### src/rtl/tree_arbiter.sv
// Round-robin arbiter sharing one external pipelined reduction tree among NUM_REQ requesters.
// Optional per-requester grant counters are enabled with `define TREE_ARB_STATS_EN.
module tree_arbiter #(
  parameter int NUM_REQ  = 4,
  parameter int DATA_W   = 16,
  parameter int TREE_LAT = 3
) (
  input  logic                      clk,
  input  logic                      rst,
  input  logic [NUM_REQ-1:0]        req_valid,
  input  logic [NUM_REQ*DATA_W-1:0] req_data,
  output logic [NUM_REQ-1:0]        req_ready,
  output logic [DATA_W-1:0]         tree_a,
  input  logic                      tree_b,
  output logic [NUM_REQ-1:0]        resp_valid,
  output logic                      resp_data,
  input  logic                      pause,
  output logic                      idle
`ifdef TREE_ARB_STATS_EN
  ,
  input  logic                      stats_clr,
  output logic [NUM_REQ*16-1:0]     grant_cnt
`endif
);

  localparam int ID_W = $clog2(NUM_REQ);

  typedef enum logic [1:0] {RUN, DRAIN, PAUSED} state_t;

  state_t          state_q;
  logic            idle_q;
  logic [ID_W-1:0] rr_ptr_q, rr_ptr_d;
  logic [TREE_LAT-1:0] tag_vld_q;
  logic [ID_W-1:0] tag_id_q [TREE_LAT];
  logic            grant_any;
  logic [ID_W-1:0] grant_id;
  logic            pipe_empty;
  logic            tail_vld;

  // Scan from rr_ptr upward, wrapping at NUM_REQ; grants are suppressed outside RUN and during reset.
  always_comb begin
    logic [ID_W:0] sum;
    sum       = '0;
    grant_any = 1'b0;
    grant_id  = '0;
    for (int k = 0; k < NUM_REQ; k++) begin
      sum = {1'b0, rr_ptr_q} + (ID_W+1)'(k);
      if (sum >= (ID_W+1)'(NUM_REQ)) sum = sum - (ID_W+1)'(NUM_REQ);
      if (!grant_any && req_valid[sum[ID_W-1:0]]) begin
        grant_any = 1'b1;
        grant_id  = sum[ID_W-1:0];
      end
    end
    if (rst || state_q != RUN) grant_any = 1'b0;
  end

  always_comb begin
    rr_ptr_d = rr_ptr_q;
    if (grant_any) rr_ptr_d = (grant_id == ID_W'(NUM_REQ-1)) ? '0 : grant_id + 1'b1;
  end

  assign req_ready = grant_any ? (NUM_REQ'(1) << grant_id) : '0;
  assign tree_a    = grant_any ? req_data[grant_id*DATA_W +: DATA_W] : '0;

  always_ff @(posedge clk) begin
    if (rst) begin
      tag_vld_q[0] <= 1'b0;
      tag_id_q[0]  <= '0;
      rr_ptr_q     <= '0;
    end else begin
      tag_vld_q[0] <= grant_any;
      tag_id_q[0]  <= grant_id;
      rr_ptr_q     <= rr_ptr_d;
    end
  end

  generate
    for (genvar gi = 1; gi < TREE_LAT; gi++) begin : g_tag
      always_ff @(posedge clk) begin
        if (rst) begin
          tag_vld_q[gi] <= 1'b0;
          tag_id_q[gi]  <= '0;
        end else begin
          tag_vld_q[gi] <= tag_vld_q[gi-1];
          tag_id_q[gi]  <= tag_id_q[gi-1];
        end
      end
    end
  endgenerate

  assign pipe_empty = ~|tag_vld_q;
  assign tail_vld   = tag_vld_q[TREE_LAT-1] & ~rst;
  assign resp_valid = tail_vld ? (NUM_REQ'(1) << tag_id_q[TREE_LAT-1]) : '0;
  assign resp_data  = tail_vld & tree_b;

  always_ff @(posedge clk) begin
    if (rst) begin
      state_q <= RUN;
      idle_q  <= 1'b0;
    end else begin
      case (state_q)
        RUN: begin
          if (pause) state_q <= DRAIN;
          idle_q <= 1'b0;
        end
        DRAIN: begin
          if (!pause) begin
            state_q <= RUN;
            idle_q  <= 1'b0;
          end else if (pipe_empty) begin
            state_q <= PAUSED;
            idle_q  <= 1'b1;
          end else begin
            idle_q  <= 1'b0;
          end
        end
        PAUSED: begin
          if (!pause) begin
            state_q <= RUN;
            idle_q  <= 1'b0;
          end else begin
            idle_q  <= 1'b1;
          end
        end
        default: begin
          state_q <= RUN;
          idle_q  <= 1'b0;
        end
      endcase
    end
  end

  assign idle = idle_q;

`ifdef TREE_ARB_STATS_EN
  // Clear has priority over an increment landing in the same cycle.
  generate
    for (genvar gi = 0; gi < NUM_REQ; gi++) begin : g_cnt
      logic [15:0] cnt_q;
      always_ff @(posedge clk) begin
        if (rst || stats_clr) cnt_q <= '0;
        else if (grant_any && grant_id == ID_W'(gi) && cnt_q != 16'hFFFF) cnt_q <= cnt_q + 16'd1;
      end
      assign grant_cnt[gi*16 +: 16] = cnt_q;
    end
  endgenerate
`endif

endmodule

### config.mk
export PLATFORM = sky130hd
export DESIGN_NAME = tree_arbiter
export DESIGN_NICKNAME = d
export VERILOG_FILES = /design/src/rtl/tree_arbiter.sv
export SDC_FILE = /design/constraint.sdc
export NUM_CORES = 1
export LEC_CHECK = 0
export ABC_AREA = 1
export CAP_MARGIN = 20
export CORE_ASPECT_RATIO = 0.9
export CORE_UTILIZATION = 42
export DETAILED_ROUTE_END_ITERATION = 10
export PLACE_DENSITY = 0.81
export SYNTH_ARGS = -nofsm -noshare
export SYNTH_HDL_FRONTEND = slang
export SYNTH_SLANG_ARGS = --single-unit
### constraint.sdc
create_clock -name clk -period 2.4 [get_ports clk]
set_input_delay 0.48 -clock clk [delete_from_list [all_inputs] [get_ports clk]]
set_output_delay 0.48 -clock clk [all_outputs]
set_load 0.005 [all_outputs]
==> flow_metrics.env, run 1 <==
export IMPL_synth_area_um2=2020
export IMPL_hpwl_um=4630
export IMPL_via_per_inst=5.45
export IMPL_drt_iter0_drc=242
export IMPL_powerDensity_nw_per_um2=1430
export IMPL_pwr_share_seq=0.066
export IMPL_internal_power_w=0.00275
export IMPL_worstPathCellList="buf_12, nand2_4, nand2_4, nand2_1, nand2_1, nand2_4, nand2_4, nand2_4, nand3_4, clkbuf_16, nand2_1, nand3_1, a21oi_1, buf_2"
export IMPL_antenna_cells=0
export IMPL_layout_setup_ws_ps=-316
export IMPL_cp_start_kind="register"
export IMPL_wl_per_cell_um=17.2
export IMPL_cts_made_buffers=3
export IMPL_clk_pin_slew_ps=60
export IMPL_failed_checks="setup timing"
export IMPL_coreArea_um2=4520
export IMPL_seq_area_um2=288
export IMPL_grt_ovfl_total=0
export IMPL_synth_seq_area_share=0.139
export IMPL_relSlewSlack=0.774
export IMPL_grt_max_degree=33
export IMPL_cts_buffer_depth=2
export IMPL_clkLatencyLatePin_ps=250
export IMPL_drive_gt1_frac=0.411
export IMPL_ios=98
export IMPL_max_freq_mhz=368
export IMPL_rows=23
export IMPL_synth_nets=412
export IMPL_rrSetupSlack_ps=270
export IMPL_hold_viol_final=0
export IMPL_rr_endpoint="rr_ptr_q[1]$_SDFFE_PP0P_"
export IMPL_vias=2872
export IMPL_area_delta_synth_final_pct=91.7
export IMPL_power_share_switching=0.504
export IMPL_arrival_ps=2240
export IMPL_worst_path_most_repeated_cell="nand2_4"
export IMPL_worst_hold_slack_ps=439
export IMPL_worstRegToRegCells=12
export IMPL_period_needed_ps=2720
export IMPL_synth_warnings=0
export IMPL_path_buf_inv=3
export IMPL_synth_edf_count=0
export IMPL_ant_nets=0
export IMPL_final_period_utilization=1.13
export IMPL_synth_seq_cells=14
export IMPL_drc=0
export IMPL_grt_pass1_wl_um=11500
export IMPL_grt_pass1_vias=2591
export IMPL_io_buffers=97
export IMPL_setup_viol=20
export IMPL_async_flop_share=0
export IMPL_multi_input_comb_area_um2=1600
export IMPL_cp_max_fo=6
export IMPL_antenna_found_initial=0
export IMPL_grt_usage=0.296
export IMPL_p_switching_w=0.00280
export IMPL_synth_cell_types=30
export IMPL_drtPass1Iterations=7
export IMPL_cts_tree="built"
export IMPL_drt_wl_total_um=9090
export IMPL_slew_viol_final=0
export IMPL_place_congestion=0.900
export IMPL_initial_core_util=0.446
export IMPL_yosysMostFrequentCell="inv_1"
export IMPL_cp_required_ps=1920
export IMPL_outcome="finished with violations"
export IMPL_htree_levels=1
export IMPL_slowest_stage="dfxtp_4"
export IMPL_skew_ps=1.52
export IMPL_clock_power_share=0.042
export IMPL_p_leak_nw=2.01
export IMPL_hold_start="tag_id_q[1][0]$_SDFF_PP0_"
export IMPL_netlist_top_cells_count="91 x inv_1, 66 x nand2_1, 32 x nand4_1, 22 x nand3_2, 18 x nand3_1"
export IMPL_cp_end_kind="primary output"
export IMPL_hold_class="reg -> reg"
export IMPL_pwr_share_comb=0.892
export IMPL_p_total_w=0.00554
export IMPL_cts_sinks=14
export IMPL_setup_worst_path_class="reg -> out"
export IMPL_startpoint="rr_ptr_q[0]$_SDFFE_PP0P_"
export IMPL_rsz0062_at_grt="yes"
export IMPL_cpPeakStageDelay_ps=390
export IMPL_fin_nets=545
export IMPL_whs_path_depth=2
export IMPL_min_to="tag_id_q[2][0]$_SDFF_PP0_"
export IMPL_die_h_um=67.7
export IMPL_yosys_top_cells_area="inv_1 17%, dfxtp_1 14%, nand2_1 12%"
export IMPL_fillers=256
export IMPL_drv_cap=0
export IMPL_ctsHoldBuffers=0
export IMPL_rr_startpoint="rr_ptr_q[0]$_SDFFE_PP0P_"
export IMPL_synth_area_per_cell_um2=6.06
export IMPL_die_area_um2=5080
export IMPL_fp_dieW_um=75.0
export IMPL_ir_drop_v=0.000878
export IMPL_synth_largest_area_cell="inv_1"
export IMPL_cts_root_buf="clkbuf_8"
export IMPL_cpLargestDelayFamily="simple AND/OR/NAND/NOR gates"
export IMPL_syn_inst=333
export IMPL_synth_top_cell_area_share=0.169
export IMPL_synth_ff_type="dfxtp_1"
export IMPL_worstMarginPinSlew_ps=335
[worst min-delay path, cell delays in order (launching register included)]
cell,delay [ps]
dfxtp_1,300
inv_1,60
nor2_1,40
[registers in the layout, summed over array words and instances (netlist names)]
name       cells
tag_vld_q      3
state_q        2
tag_id_q       6
idle           1
rr_ptr_q       2
[worst max-delay path by stage]
stage / endpoint / slack [ps] / cells after the start
after floorplan: req_ready[3] / 260 / 12
after global placement: tree_a[8] / -700 / 14
after detailed placement: tree_a[14] / -750 / 14
after CTS: req_ready[2] / -230 / 13
after global routing: tree_a[2] / -410 / 14
final: tree_a[2] / -320 / 14
[cells in the final DEF (no fill, tap or decap), drive strengths merged, types with 5 or more instances in the layout]
| cell | Yosys | layout |
|---|---|---|
| nand3 | 42 | 42 |
| nand2 | 76 | 76 |
| nor2 | 15 | 15 |
| inv | 94 | 94 |
| o21ai | 5 | 5 |
| buf | 17 | 65 |
| a21oi | 18 | 18 |
| dfxtp | 14 | 14 |
| clkdlybuf4s50 | 0 | 69 |
| nor3 | 5 | 5 |
| clkbuf | 1 | 11 |
| ha | 7 | 7 |
| nand4 | 33 | 33 |
[power groups by stage]
stage	Combinational (W)	Sequential, W	Clock (W)
after floorplan	0.00208	0.000322	0
after global placement	0.00322	0.000329	0
after detailed placement	0.00330	0.000331	0
after CTS	0.00390	0.000352	0.000228
final	0.00495	0.000366	0.000231
after global routing	0.00520	0.000371	0.000245
[per-layer routing]
metal,GRT usage,share of wire,vias to the layer above
met2,0.537,0.49,203
met1,0.344,0.38,1312
met3,0.0537,0.088,44
met5,0,0,-
met4,0.111,0.042,0
li1,-,-,1313
[timing repair]
item,in CTS,in global routing
endpoints found under the setup margin,24,23
hold endpoints to repair,0,0
gates cloned,3,3
pin swaps,17,36
gates resized for setup,140,76
buffers inserted,11,8
[cells by family after synthesis]
group,count (synthesis),share of synthesized area
AO/OA/AOI/OAI,27,0.0868
adder cells (fa/ha/maj),7,0.0434
buffers and inverters,113,0.241
flip-flops,14,0.139
AND/OR/NAND/NOR,172,0.489
[through the flow]
step           utilization  std cells  instance area, um2  TNS, ps  setup slack, ps
2_1_floorplan            -        333                2020        0              257
3_3_place_gp         0.712        499                3220   -13290             -700
3_5_place_dp         0.712        499                3220   -14260             -754
4_1_cts              0.788        517                3560    -2910             -231
5_1_grt              0.856        527                3870    -6620             -412
6_report             0.856        527                3870    -4950             -316
[final cells by class]
cell class | count | share of cell area
Inverter | 95 | 0.100
Timing Repair inverter | 1 | 0.00227
Clock buffer | 4 | 0.0142
Tap cell | 62 | 0.0201
Multi-Input combinational cell | 206 | 0.413
Timing Repair Buffer | 145 | 0.376
Sequential cell | 14 | 0.0744
Note: power is estimated with default switching activity, not from simulation.
==> run 2, diff against run 1 <==
--- a/config.mk
+++ b/config.mk
@@ -9,8 +9,10 @@
 export CAP_MARGIN = 20
 export CORE_ASPECT_RATIO = 0.9
 export CORE_UTILIZATION = 42
+export CTS_CLUSTER_DIAMETER = 200
 export DETAILED_ROUTE_END_ITERATION = 10
 export PLACE_DENSITY = 0.81
 export SYNTH_ARGS = -nofsm -noshare
 export SYNTH_HDL_FRONTEND = slang
 export SYNTH_SLANG_ARGS = --single-unit
+export TNS_END_PERCENT = 5
==> run 2 against run 1 <==
Net effect: the flow still finishes with violations (setup timing); maximum frequency rose by 1.0%; hold slack got worse by 27 ps; via count fell by 6.9%; final cell count fell by 1.1%; sequential power fell by 4%; clock skew fell by 0.58 ps; global-route usage fell by 3.4 points; critical path depth fell by 1; largest power group unchanged.
==> flow_metrics.env, run 2 (synthesis results as in run 1) <==
export IMPL_vias=2675
export IMPL_whs_path_depth=2
export IMPL_htree_levels=1
export IMPL_drc=0
export IMPL_cp_end_kind="primary output"
export IMPL_cts_tree="built"
export IMPL_failed_checks="setup timing"
export IMPL_cp_required_ps=1920
export IMPL_worstRegToRegCells=13
export IMPL_hold_start="tag_id_q[1][0]$_SDFF_PP0_"
export IMPL_worst_hold_slack_ps=412
export IMPL_place_congestion=0.900
export IMPL_largestRegisters="tag_id_q (6), tag_vld_q (3)"
export IMPL_die_h_um=67.7
export IMPL_io_buffers=97
export IMPL_ir_drop_v=0.000731
export IMPL_rows=23
export IMPL_drt_wl_total_um=7750
export IMPL_p_leak_nw=1.96
export IMPL_coreArea_um2=4520
export IMPL_route_top_layer_used="met4"
export IMPL_powerDensity_nw_per_um2=1350
export IMPL_grt_max_degree=33
export IMPL_arrival_ps=2210
export IMPL_worstPathCellList="buf_12, nand2_2, nand3_1, nand2_1, nand2_2, nand2_2, nand2_4, nand3_4, buf_6, nand2_1, nand3_4, a21oi_2, buf_2"
export IMPL_grt_pass1_wl_um=10400
export IMPL_final_common_cell="inv_1"
export IMPL_cp_start_kind="register"
export IMPL_antenna_cells=0
export IMPL_cpPeakStageDelay_ps=400
export IMPL_worst_path_most_repeated_cell="nand2_2"
export IMPL_dp_cells=499
export IMPL_clkLatencyLatePin_ps=250
export IMPL_rr_startpoint="rr_ptr_q[0]$_SDFFE_PP0P_"
export IMPL_period_needed_ps=2690
export IMPL_antenna_found_initial=0
export IMPL_layout_common_cells="82 x inv_1, 68 x clkdlybuf4s50_1, 50 x nand2_1, 32 x nand4_1, 22 x buf_4"
export IMPL_drt_iter0_drc=184
export IMPL_outcome="finished with violations"
export IMPL_hold_viol_final=0
export IMPL_grt_ovfl_total=0
export IMPL_die_area_um2=5080
export IMPL_hold_class="reg -> reg"
export IMPL_cp_max_fo=8
export IMPL_final_period_utilization=1.12
export IMPL_ant_nets=0
export IMPL_wl_per_cell_um=14.9
export IMPL_setup_worst_path_class="reg -> out"
export IMPL_fp_dieW_um=75.0
export IMPL_setup_viol=20
export IMPL_slowest_stage="dfxtp_4"
export IMPL_cts_buffer_depth=2
export IMPL_initial_core_util=0.446
export IMPL_grt_pass1_vias=2420
export IMPL_largest_register="tag_id_q"
export IMPL_met1_length_um=2910
export IMPL_p_total_w=0.00495
export IMPL_largest_reg_flops=6
export IMPL_fin_cells=521
export IMPL_slew_viol_final=0
export IMPL_rrSetupSlack_ps=310
export IMPL_relSlewSlack=0.817
export IMPL_ios=98
export IMPL_min_to="tag_id_q[2][0]$_SDFF_PP0_"
export IMPL_worstMarginPinSlew_ps=272
export IMPL_fin_nets=539
export IMPL_layout_setup_ws_ps=-288
export IMPL_hpwl_um=4630
export IMPL_clk_pin_slew_ps=60
export IMPL_cts_made_buffers=3
export IMPL_via_per_inst=5.13
export IMPL_area_delta_synth_final_pct=82.5
export IMPL_max_freq_mhz=372
export IMPL_cts_sinks=14
export IMPL_rsz0062_at_grt="yes"
export IMPL_wl_met2_um=4050
export IMPL_drtPass1Iterations=4
export IMPL_cts_root_buf="clkbuf_8"
export IMPL_wl_met3_um=569
export IMPL_drv_cap=0
export IMPL_grt_usage=0.263
export IMPL_ctsHoldBuffers=0
export IMPL_skew_ps=0.935
export IMPL_drive_gt1_frac=0.351
export IMPL_rr_endpoint="rr_ptr_q[1]$_SDFFE_PP0P_"
[run 2: cell count changes in the layout (fill, tap and decap cells not counted), sizes merged]
cell,before,now
buf,65,60
clkbuf,11,6
clkinv,2,1
inv,94,95
dlymetal6s2s,2,7
clkdlybuf4s50,69,68
[run 2: per-layer routing]
layer / track usage / vias up
li1: - / 1295
met2: 0.485 / 141
met3: 0.0612 / 28
met5: 0 / -
met4: 0.0802 / 0
met1: 0.296 / 1211
[run 2: cell type report]
| class | instances | area [um2] |
|---|---|---|
| inverters | 95 | 374 |
| multi-input cells | 206 | 1490 |
| flip-flops and latches | 14 | 288 |
| well taps | 62 | 77.6 |
| clock buffers | 4 | 55.1 |
| fillers | 310 | 837 |
| repair inverters | 1 | 11.3 |
| repair buffers | 139 | 1390 |
[run 2: how the worst max path moves through the flow]
stage	from	end	slack (ps)	depth (start not counted)
global placement	req_valid[1]	tree_a[8]	-700	14
CTS	req_valid[0]	tree_a[7]	-480	15
finish	rr_ptr_q[0]$_SDFFE_PP0P_	tree_a[13]	-290	13
detailed placement	req_valid[2]	tree_a[14]	-750	14
floorplan	req_valid[2]	req_ready[3]	260	12
global route	rr_ptr_q[0]$_SDFFE_PP0P_	tree_a[13]	-370	13
[run 2: worst max-delay path, delay by kind of cell, from the launching register on]
kind | cells | cell delay (ps)
compound gates | 1 | 160
buf+inv | 3 | 420
flops | 1 | 400
simple gates | 9 | 970
[run 2: what timing repair did]
item | CTS | global route
buffers inserted | 6 | 8
pin swaps | 7 | 25
cloned | 2 | 2
resized for setup | 89 | 80
endpoints found under the setup margin | 24 | 23
[run 2: where the power goes]
part / total (W) / switching, W / internal, W
clock: 0.000232 / 0.0000870 / 0.000145
combinational: 0.00437 / 0.00238 / 0.00199
sequential: 0.000350 / 0.0000493 / 0.000300
total: 0.00495 / 0.00252 / 0.00244
[run 2: metrics by stage]
step / cell area, um2 / worst slack (ps) / utilization / setup TNS, ps
after global placement: 3220 / -700 / 0.712 / -13290
final: 3680 / -288 / 0.815 / -4750
after global routing: 3680 / -373 / 0.815 / -6550
after detailed placement: 3220 / -754 / 0.712 / -14260
after floorplan: 2020 / 257 / - / 0
after CTS: 3380 / -479 / 0.748 / -7830
==> run 3, diff against run 2 <==
--- a/config.mk
+++ b/config.mk
@@ -8,10 +8,11 @@
 export ABC_AREA = 1
 export CAP_MARGIN = 20
 export CORE_ASPECT_RATIO = 0.9
-export CORE_UTILIZATION = 42
+export CORE_UTILIZATION = 60
 export CTS_CLUSTER_DIAMETER = 200
 export DETAILED_ROUTE_END_ITERATION = 10
-export PLACE_DENSITY = 0.81
+export DONT_BUFFER_PORTS = 1
+export PLACE_DENSITY = 0.74
 export SYNTH_ARGS = -nofsm -noshare
 export SYNTH_HDL_FRONTEND = slang
 export SYNTH_SLANG_ARGS = --single-unit
==> run 3 against run 2 <==
Net effect: the run still ends with setup timing left; maximum frequency is 9.6% higher; power is 19% lower; utilization is 1.0 points lower; sequential power is 1% higher; first-iteration DRC count is 41% lower; final cell count is 26% lower; highest routed layer unchanged; clock skew is 0.77 ps higher; wire length is 32% lower.
==> flow_metrics.env, run 3 (synthesis results as in run 1) <==
export IMPL_powerDensity_nw_per_um2=1590
export IMPL_slew_viol_final=0
export IMPL_setup_tns_final_ps=-566
export IMPL_largest_reg_flops=6
export IMPL_cts_root_buf="clkbuf_8"
export IMPL_drt_wl_total_um=5290
export IMPL_setup_worst_path_class="reg -> out"
export IMPL_io_buffers=0
export IMPL_vias=2121
export IMPL_rr_endpoint="rr_ptr_q[0]$_SDFFE_PP0P_"
export IMPL_grt_max_degree=33
export IMPL_slowest_stage="dfxtp_4"
export IMPL_power_share_switching=0.544
export IMPL_place_congestion=0.878
export IMPL_rsz0062_at_grt="yes"
export IMPL_rr_startpoint="rr_ptr_q[0]$_SDFFE_PP0P_"
export IMPL_min_to="rr_ptr_q[1]$_SDFFE_PP0P_"
export IMPL_rrSetupSlack_ps=430
export IMPL_ios=98
export IMPL_wl_per_cell_um=13.8
export IMPL_cts_buffer_depth=2
export IMPL_worst_path_most_repeated_cell="nand2_4"
export IMPL_ant_nets=0
export IMPL_area_delta_synth_final_pct=25.2
export IMPL_pwr_share_comb=0.854
export IMPL_worstRegToRegCells=13
export IMPL_die_h_um=57.0
export IMPL_largest_register="tag_id_q"
export IMPL_clk_pin_slew_ps=60
export IMPL_cpPeakStageDelay_ps=410
export IMPL_cp_required_ps=1920
export IMPL_setup_viol=20
export IMPL_p_total_w=0.00400
export IMPL_hold_start="rst"
export IMPL_failed_checks="setup timing"
export IMPL_outcome="finished with violations"
export IMPL_drc=0
export IMPL_cts_made_buffers=3
export IMPL_rows=19
export IMPL_grt_usage=0.281
export IMPL_place_ws_ps=37.1
export IMPL_max_freq_mhz=408
export IMPL_cpLargestDelayFamily="simple AND/OR/NAND/NOR gates"
export IMPL_grt_pass1_wl_um=8180
export IMPL_layout_common_cells="89 x inv_1, 45 x nand2_1, 32 x nand4_1, 28 x nand3_2, 18 x nand2_2"
export IMPL_drv_cap=0
export IMPL_ctsHoldBuffers=0
export IMPL_via_per_inst=5.54
export IMPL_antenna_found_initial=0
export IMPL_arrival_ps=1970
export IMPL_antenna_cells=0
export IMPL_fin_nets=421
export IMPL_ir_drop_v=0.000956
export IMPL_skew_ps=1.71
export IMPL_drive_gt1_frac=0.352
export IMPL_die_area_um2=3600
export IMPL_drt_iter0_drc=109
export IMPL_path_buf_inv=2
export IMPL_cp_end_kind="primary output"
export IMPL_coreArea_um2=3140
export IMPL_clock_power_share=0.058
export IMPL_p_leak_nw=1.35
export IMPL_p_switching_w=0.00218
export IMPL_hpwl_um=3360
export IMPL_internal_power_w=0.00183
export IMPL_initial_core_util=0.643
export IMPL_cp_start_kind="register"
export IMPL_cp_max_fo=9
export IMPL_htree_levels=1
export IMPL_relSlewSlack=0.813
export IMPL_layout_setup_ws_ps=-52.8
export IMPL_hold_viol_final=0
export IMPL_worst_hold_slack_ps=291
export IMPL_hold_class="in -> reg"
export IMPL_fp_dieW_um=63.1
export IMPL_grt_pass1_vias=1855
export IMPL_period_needed_ps=2450
export IMPL_worstMarginPinSlew_ps=278
export IMPL_final_common_cell="inv_1"
export IMPL_clkLatencyLatePin_ps=250
export IMPL_whs_path_depth=1
export IMPL_grt_ovfl_total=0
export IMPL_multi_input_comb_area_um2=1490
export IMPL_cts_sinks=14
export IMPL_cts_tree="built"
export IMPL_largestRegisters="tag_id_q (6), tag_vld_q (3)"
export IMPL_final_period_utilization=1.02
export IMPL_pwr_share_seq=0.088
export IMPL_drtPass1Iterations=4
export IMPL_seq_area_um2=288
export IMPL_fillers=224
export IMPL_worstPathCellList="inv_6, nand2_1, nand2_4, nand2_2, nand2_2, nand2_4, nand2_4, nand2_4, nand3_4, buf_6, nand2_1, nand3_2, a21oi_2"
-- run 3: area by class of cell --
cell class              count  share of cell area
flip-flops and latches     14               0.114
repair inverters            1             0.00347
repair buffers             20               0.103
inverters                  95               0.149
multi-input cells         207               0.588
clock buffers               4              0.0218
well taps                  42              0.0208
-- run 3: worst register-to-register path: stages (launching register included) --
cell     delay, ps
dfxtp_4        380
buf_6          130
nand2_2         70
nand2_4         80
nand2_4         80
nand2_4         60
nor2_8         130
nand3_4        150
nand2_1        130
inv_1           60
nand2_1        100
buf_12         210
inv_1           90
a31oi_1        200
-- run 3: power groups by stage --
stage | sequential, W | combinational, W | clock, W
finish | 0.000354 | 0.00342 | 0.000231
CTS | 0.000349 | 0.00299 | 0.000237
global route | 0.000360 | 0.00370 | 0.000248
detailed placement | 0.000337 | 0.00242 | 0
floorplan | 0.000322 | 0.00208 | 0
global placement | 0.000335 | 0.00238 | 0
-- run 3: routing by layer --
metal  GRT usage  part of all wire  vias up
met4      0.0797             0.012        0
li1            -                 -     1062
met5           0                 0        -
met1       0.360              0.43      944
met3      0.0500             0.069        9
met2       0.482              0.49      106
-- run 3: worst max-delay path by stage --
stage,slack (ps),cells after the start,end,start
final,-50,13,tree_a[7],rr_ptr_q[0]$_SDFFE_PP0P_
after floorplan,260,12,req_ready[3],req_valid[2]
after global routing,-160,13,tree_a[14],rr_ptr_q[0]$_SDFFE_PP0P_
after CTS,-10,13,tree_a[12],rr_ptr_q[0]$_SDFFE_PP0P_
after detailed placement,40,13,tree_a[6],rr_ptr_q[0]$_SDFFE_PP0P_
after global placement,80,12,tree_a[6],req_valid[3]
-- run 3: what timing repair did --
item,4_1_cts,5_1_grt
resized for setup,40,44
setup buffers,4,0
gates cloned,4,2
setup endpoints to repair,20,20
pin swaps,14,21
-- run 3: through the flow --
step	utilization	std cells	instance area, um2
2_1_floorplan	-	333	2020
3_3_place_gp	0.656	369	2060
3_5_place_dp	0.656	369	2060
4_1_cts	0.749	381	2350
5_1_grt	0.805	383	2520
6_report	0.805	383	2520
